--- config.mk ---
export PLATFORM = sky130hd
export DESIGN_NAME = tt_minterm_sweeper
export DESIGN_NICKNAME = d
export VERILOG_FILES = /design/src/rtl/tt_minterm_sweeper.sv
export SDC_FILE = /design/constraint.sdc
export NUM_CORES = 1
export LEC_CHECK = 0
export ABC_AREA = 1
export CORE_MARGIN = 2
export CORE_UTILIZATION = 54
export CTS_CLUSTER_DIAMETER = 30
export DETAILED_ROUTE_END_ITERATION = 7
export DONT_BUFFER_PORTS = 1
export GPL_TIMING_DRIVEN = 1
export PLACE_DENSITY_LB_ADDON = 0.2
export SKIP_CTS_REPAIR_TIMING = 1
export SYNTH_ARGS = -nofsm -noshare
export SYNTH_HDL_FRONTEND = slang
export SYNTH_SLANG_ARGS = --single-unit
--- constraint.sdc ---
create_clock -name clk -period 2.9 [get_ports clk]
set_input_delay 0.435 -clock clk [delete_from_list [all_inputs] [get_ports clk]]
set_output_delay 0.435 -clock clk [all_outputs]
set_load 0.01 [all_outputs]
--- src/rtl/tt_minterm_sweeper.sv ---
// tt_minterm_sweeper: walks every input vector of a combinational netlist,
// samples its single-bit output and streams the indices of the 1-vectors
// (minterms) out of a small FIFO over a valid/ready handshake.
// Optional feature macro: TT_SWEEPER_DONTCARE_EN adds dc_in/m_dc so that
// don't-care vectors are queued and tagged alongside the true minterms.
module tt_minterm_sweeper #(
    parameter int unsigned N_IN       = 14,
    parameter int unsigned FIFO_DEPTH = 16
) (
    input  logic            clk,
    input  logic            reset,
    input  logic            start,
    output logic [N_IN-1:0] vec_out,
    input  logic            f_in,
`ifdef TT_SWEEPER_DONTCARE_EN
    input  logic            dc_in,
    output logic            m_dc,
`endif
    output logic            m_valid,
    input  logic            m_ready,
    output logic [N_IN-1:0] m_index,
    output logic            busy,
    output logic            done,
    output logic [N_IN:0]   minterm_count
);

    localparam int unsigned VW = N_IN;
    localparam int unsigned CW = N_IN + 1;
    localparam int unsigned PW = (FIFO_DEPTH > 1) ? $clog2(FIFO_DEPTH) : 1;
    localparam int unsigned OW = PW + 1;
`ifdef TT_SWEEPER_DONTCARE_EN
    localparam int unsigned EW = N_IN + 1;
`else
    localparam int unsigned EW = N_IN;
`endif
    localparam logic [VW-1:0] VEC_LAST = {VW{1'b1}};

    typedef enum logic [1:0] {
        S_IDLE  = 2'd0,
        S_SWEEP = 2'd1,
        S_DRAIN = 2'd2,
        S_DONE  = 2'd3
    } state_t;

    state_t        state_q, state_d;
    logic [VW-1:0] vec_q, vec_d;
    logic [CW-1:0] mcnt_q, mcnt_d;
    logic          busy_q, busy_d;
    logic          done_q, done_d;

    logic [EW-1:0] mem_q [FIFO_DEPTH];
    logic [PW-1:0] wr_ptr_q, rd_ptr_q;
    logic [OW-1:0] occ_q, occ_d;

    logic          full_c, empty_c, pop_c, hit_c, count_c;
    logic          accept_c, push_c, last_c;
    logic [EW-1:0] entry_c, head_c;

    // FIFO status; full is judged on the registered occupancy, before any pop
    assign full_c  = (occ_q == OW'(FIFO_DEPTH));
    assign empty_c = (occ_q == '0);
    assign pop_c   = !empty_c && m_ready;
    assign occ_d   = occ_q + OW'(push_c) - OW'(pop_c);

`ifdef TT_SWEEPER_DONTCARE_EN
    // Don't-cares are queued regardless of f_in but do not count as minterms
    assign hit_c   = f_in | dc_in;
    assign count_c = ~dc_in;
    assign entry_c = {dc_in, vec_q};
`else
    assign hit_c   = f_in;
    assign count_c = 1'b1;
    assign entry_c = vec_q;
`endif

    // A vector is consumed only while sweeping with room in the FIFO
    assign accept_c = (state_q == S_SWEEP) && !full_c;
    assign push_c   = accept_c && hit_c;
    assign last_c   = (vec_q == VEC_LAST);

    // State register
    always_ff @(posedge clk) begin
        if (reset) begin
            state_q <= S_IDLE;
        end else begin
            state_q <= state_d;
        end
    end

    // Next-state logic
    always_comb begin
        state_d = state_q;
        case (state_q)
            S_IDLE:  if (start) state_d = S_SWEEP;
            S_SWEEP: if (accept_c && last_c) state_d = S_DRAIN;
            S_DRAIN: if (occ_d == '0) state_d = S_DONE;
            S_DONE:  state_d = S_IDLE;
            default: state_d = S_IDLE;
        endcase
    end

    // Datapath next values: vector counter, minterm counter, status flags
    always_comb begin
        vec_d  = vec_q;
        mcnt_d = mcnt_q;
        case (state_q)
            S_IDLE: begin
                vec_d = '0;
                if (start) begin
                    mcnt_d = '0;
                end
            end
            S_SWEEP: begin
                if (accept_c && !last_c) begin
                    vec_d = vec_q + VW'(1);
                end
                if (push_c && count_c) begin
                    mcnt_d = mcnt_q + CW'(1);
                end
            end
            S_DRAIN: vec_d = vec_q;
            S_DONE:  vec_d = '0;
            default: vec_d = '0;
        endcase
        if (state_d == S_DONE) begin
            vec_d = '0;
        end
        busy_d = (state_d == S_SWEEP) || (state_d == S_DRAIN);
        done_d = (state_d == S_DONE);
    end

    // Datapath registers
    always_ff @(posedge clk) begin
        if (reset) begin
            vec_q  <= '0;
            mcnt_q <= '0;
            busy_q <= 1'b0;
            done_q <= 1'b0;
        end else begin
            vec_q  <= vec_d;
            mcnt_q <= mcnt_d;
            busy_q <= busy_d;
            done_q <= done_d;
        end
    end

    // Minterm FIFO storage and pointers; reset flushes everything
    always_ff @(posedge clk) begin
        if (reset) begin
            wr_ptr_q <= '0;
            rd_ptr_q <= '0;
            occ_q    <= '0;
            for (int unsigned i = 0; i < FIFO_DEPTH; i++) begin
                mem_q[i] <= '0;
            end
        end else begin
            if (push_c) begin
                mem_q[wr_ptr_q] <= entry_c;
                wr_ptr_q        <= wr_ptr_q + PW'(1);
            end
            if (pop_c) begin
                rd_ptr_q <= rd_ptr_q + PW'(1);
            end
            occ_q <= occ_d;
        end
    end

    assign head_c        = mem_q[rd_ptr_q];
    assign m_valid       = !empty_c;
    assign m_index       = head_c[VW-1:0];
`ifdef TT_SWEEPER_DONTCARE_EN
    assign m_dc          = head_c[EW-1];
`endif
    assign vec_out       = vec_q;
    assign busy          = busy_q;
    assign done          = done_q;
    assign minterm_count = mcnt_q;

endmodule

==> results.txt <==
----------------------------------------------------
[Setup path]
  Cell depth of the worst flop-to-flop path ... 25
  Critical path data arrival time ... about 3.5 ns
  Category of the most critical setup path ... reg -> reg
  Kind of end point of the critical path ... flip-flop
  Worst setup path startpoint ... occ_q[2]$_SDFF_PP0_
  Max stage delay cell, worst path ... sky130_fd_sc_hd__fa_2
  Worst EP required ... 3.38 ns
  Worst setup slack for register-to-register paths ... -0.07 ns
  CP Max Fanout ... 6
  Biggest cell delay along the critical path ... ~0.41 ns
  Startpoint of the worst-slack reg-to-reg timing path ... occ_q[2]$_SDFF_PP0_
  WP buf/inv ... 6
  Startpoint type of the worst setup path ... flip-flop
  Reg-to-reg endpoint ... vec_out[3]$_SDFFE_PP0P_
  Family of cells with the greatest summed delay on the critical path ... adder cells

[Status]
  Result of the run ... finished with violations
  Violations in the final reports ... setup timing

[Placement]
  Count of buffers inserted at the top-level ports ... 0
  # placed instances ... 1634
  Final estimated routing congestion in global placement ... 0.854
  Detailed Place HPWL ... around 20000 um

[Routing]
  Ratio of routed vias to standard cells ... 5.59
  First-pass iteration count of the detailed router ... 5
  Final WL ... 33900 um
  Total vias in the final route ... 9824
  Residual DRC ... 0
  Antenna violation net count after detailed routing ... 0
  1st-iter DRT viols ... between 800 and 900
  WL per Instance ... 19.3 um

[Power and ir drop]
  Power per cell area ... 860 mW/mm^2
  PnR Total Power ... 13.7 mW
  Cell-internal power ... 10.1 mW
  Power dissipated by switching net loads ... between 3 and 4 mW
  Register share of total power ... between 30% and 40%
  Part of the power in the clock network ... 49.0%
  Static leakage ... 5.70 nW
  Worst voltage drop across the vdd grid ... about 0.00054 V
  Logic gate share of total power ... 17.5%
  Switch share ... 26.4%

[Cells and area]
  Post-Route Utilization ... around two thirds
  Area added between synthesis and finish ... 22.1%
  Final Non-Filler Cells ... 1757
  Most common library cell in the layout ignoring fill and taps ... sky130_fd_sc_hd__nor2_1
  Final net count ... 1417
  Number of antenna repair diodes ... 0
  Fraction of final layout cells sized beyond drive strength 1 ... 15.4%
  Highest-count cells in the layout ignoring fill and taps ... sky130_fd_sc_hd__nor2_1 (307), sky130_fd_sc_hd__edfxtp_1 (224), sky130_fd_sc_hd__nand2_1 (129), sky130_fd_sc_hd__inv_1 (107), sky130_fd_sc_hd__o21ai_0 (77)

[Worst hold path]
  Worst hold endpoint ... vec_out[1]$_SDFFE_PP0P_
  Hold Startpoint ... reset
  HP Class ... in -> reg
  Cell depth of the worst hold path ... 3

[Clock network]
  Buffers from clock root to sink, at most ... 3
  TritonCTS buffer count ... 55
  Clock latency on the worst-skew pair ... 0.55 ns
  Clock slew seen by the registers of the worst setup and hold paths ... 0.04 ns
  Number of H-tree branching levels ... 2
  Clock root buffer ... sky130_fd_sc_hd__clkbuf_16
  CTS tree ... yes
  Clk sinks ... 274

[Die]
  Die area ... 0.0254 mm^2
  Num ports ... 51
  Starting Density ... a little under three fifths
  Standard-cell row count ... 56
  Core outline area ... 0.0236 mm^2
  Die width ... 159 um
  Die H ... 159 um

[Synthesis]
  Synthesized Nets ... 1360
  Post-Syn Instances ... 1336
  Synthesis Warnings ... 0
  Netlist cell types ... 33
  Average cell area after synthesis ... 9.77 um^2
  Seq cells post-synth ... 274
  Mapped cell area ... 0.0131 mm^2
  Share of the yosys chip area belonging to registers ... 59.2%

[STA]
  Maximum frequency from static timing analysis ... 0.336 GHz
  Final period util ... 103%
  Setup repair after global routing missed its margin ... true
  Max-slew violations ... 0
  Time the worst path needs with I/O delays and setup ... 2.97 ns
  Count of endpoints failing setup in the final report ... 13
  Worst relative slew slack ... 35.6%
  Actual transition at the worst max-transition pin ... 0.966 ns
  Setup slack of the critical path after layout ... -0.0730 ns
  TNS Setup ... -0.753 ns
  Number of failing hold endpoints at the final stage ... 0
  Setup clock skew after layout ... roughly 0.011 ns

[Global route]
  Global-route usage over all layers ... 26.2%
  Global-route wire length before repair ... around 52000 um
  Vias in the first global route ... 9586
  GRT Residual Overflow ... 0
  Maximum number of pins on one net before global-route repair ... 57
  Antenna violations before repair ... 0

[Flow run]
  Number of violations of the max-capacitance limit ... 0

----------------------------------------------------
## Yosys cell counts
cell type                  number  share of area, %
sky130_fd_sc_hd__clkbuf_1      44               1.3
sky130_fd_sc_hd__nor2_1       308               8.9
sky130_fd_sc_hd__ha_1          18               1.7
sky130_fd_sc_hd__mux2i_1       56               4.3
sky130_fd_sc_hd__xnor2_1        1             0.067
sky130_fd_sc_hd__clkinv_1       8              0.23
sky130_fd_sc_hd__o21ai_0       77               3.0
sky130_fd_sc_hd__nand2_1      133               3.8
sky130_fd_sc_hd__clkbuf_4       1             0.058
sky130_fd_sc_hd__inv_1        115               3.3
sky130_fd_sc_hd__xor2_1        12              0.81
sky130_fd_sc_hd__buf_6          2              0.17
sky130_fd_sc_hd__o21ai_2        1             0.067
sky130_fd_sc_hd__nand2_4        3              0.26
sky130_fd_sc_hd__fa_1           1              0.15
sky130_fd_sc_hd__nand3_1       47               1.8
sky130_fd_sc_hd__nand2_2       21               1.0
sky130_fd_sc_hd__edfxtp_1     224                52
sky130_fd_sc_hd__o211ai_1      56               3.2
sky130_fd_sc_hd__buf_4          5              0.29
sky130_fd_sc_hd__inv_2          5              0.14
sky130_fd_sc_hd__buf_1          1             0.029
sky130_fd_sc_hd__nor3_1        13              0.50
sky130_fd_sc_hd__nor2_2         1             0.048
sky130_fd_sc_hd__a31oi_1        1             0.048
sky130_fd_sc_hd__nor2_4         5              0.43
sky130_fd_sc_hd__nand4_1       12              0.58
sky130_fd_sc_hd__nor3b_1        2              0.11
sky130_fd_sc_hd__a21oi_2        8              0.54
sky130_fd_sc_hd__clkbuf_2       1             0.038
sky130_fd_sc_hd__buf_2         27               1.0
sky130_fd_sc_hd__dfxtp_1       50               7.7
sky130_fd_sc_hd__a21oi_1       77               3.0
## per-stage QoR
stage | hold slack, ns | setup WS (ns) | area, um^2
final | 0.0761 | -0.0730 | 15900
after global routing | 0.0915 | -0.235 | 15900
after CTS | -0.0636 | -0.200 | 15600
after detailed placement | 0.466 | -0.177 | 13600
after global placement | 0.459 | -0.109 | 13600
after floorplan | 0.435 | -0.0415 | 13100
## state kept, by name, summed over array words and instances (netlist names), named ones only
name	cells
minterm_count	15
rd_ptr_q	4
mem_q	224
wr_ptr_q	4
vec_out	14
done	1
state_q	2
occ_q	5
busy	1
## kinds of logic after synthesis
kind of cell    synth area share (%)
flops                           59.2
mux                             4.29
compound gates                  9.78
buf+inv                         6.57
fa+ha+maj                       1.88
xor+xnor                       0.872
simple gates                    17.4
## worst min-delay path, delay by kind of cell
family	cells	cell delay, ns
AOI/OAI and AO/OA	1	0.06
and+or+nand+nor	2	0.08
## routing by layer
metal	share of wire [%]	vias up	routed length (um)	global-route usage, %
met5	0	-	0	0
met4	3.3	0	1120	11.0
met3	7.0	71	2360	5.73
met2	50	341	17000	44.1
met1	40	4768	13400	32.7
li1	-	4644	-	-
## final cells by class
cell class,count,area (um^2)
multi-input combinational,853,4570
clock buffer,66,1470
sequential,274,7730
fill,1847,7680
timing repair buffer,81,764
clock inverter,36,515
tap,319,399
inverter,128,487
## power groups by stage
stage	clock (mW)	combinational (mW)	sequential, mW
after floorplan	0	1.57	4.58
after global placement	0	2.15	4.66
after detailed placement	0	2.18	4.67
after CTS	6.77	2.20	4.60
after global routing	6.96	2.62	4.61
final	6.72	2.39	4.59
## how the worst max path moves through the flow
stage	endpoint	slack, ns	cells after the start
2_1_floorplan	vec_out[2]$_SDFFE_PP0P_	-0.04	23
3_3_place_gp	vec_out[8]$_SDFFE_PP0P_	-0.11	25
3_5_place_dp	vec_out[13]$_SDFFE_PP0P_	-0.18	25
4_1_cts	vec_out[6]$_SDFFE_PP0P_	-0.20	25
5_1_grt	vec_out[3]$_SDFFE_PP0P_	-0.23	23
6_report	vec_out[3]$_SDFFE_PP0P_	-0.07	25
No activity file was read; power rests on OpenSTA's default activity.
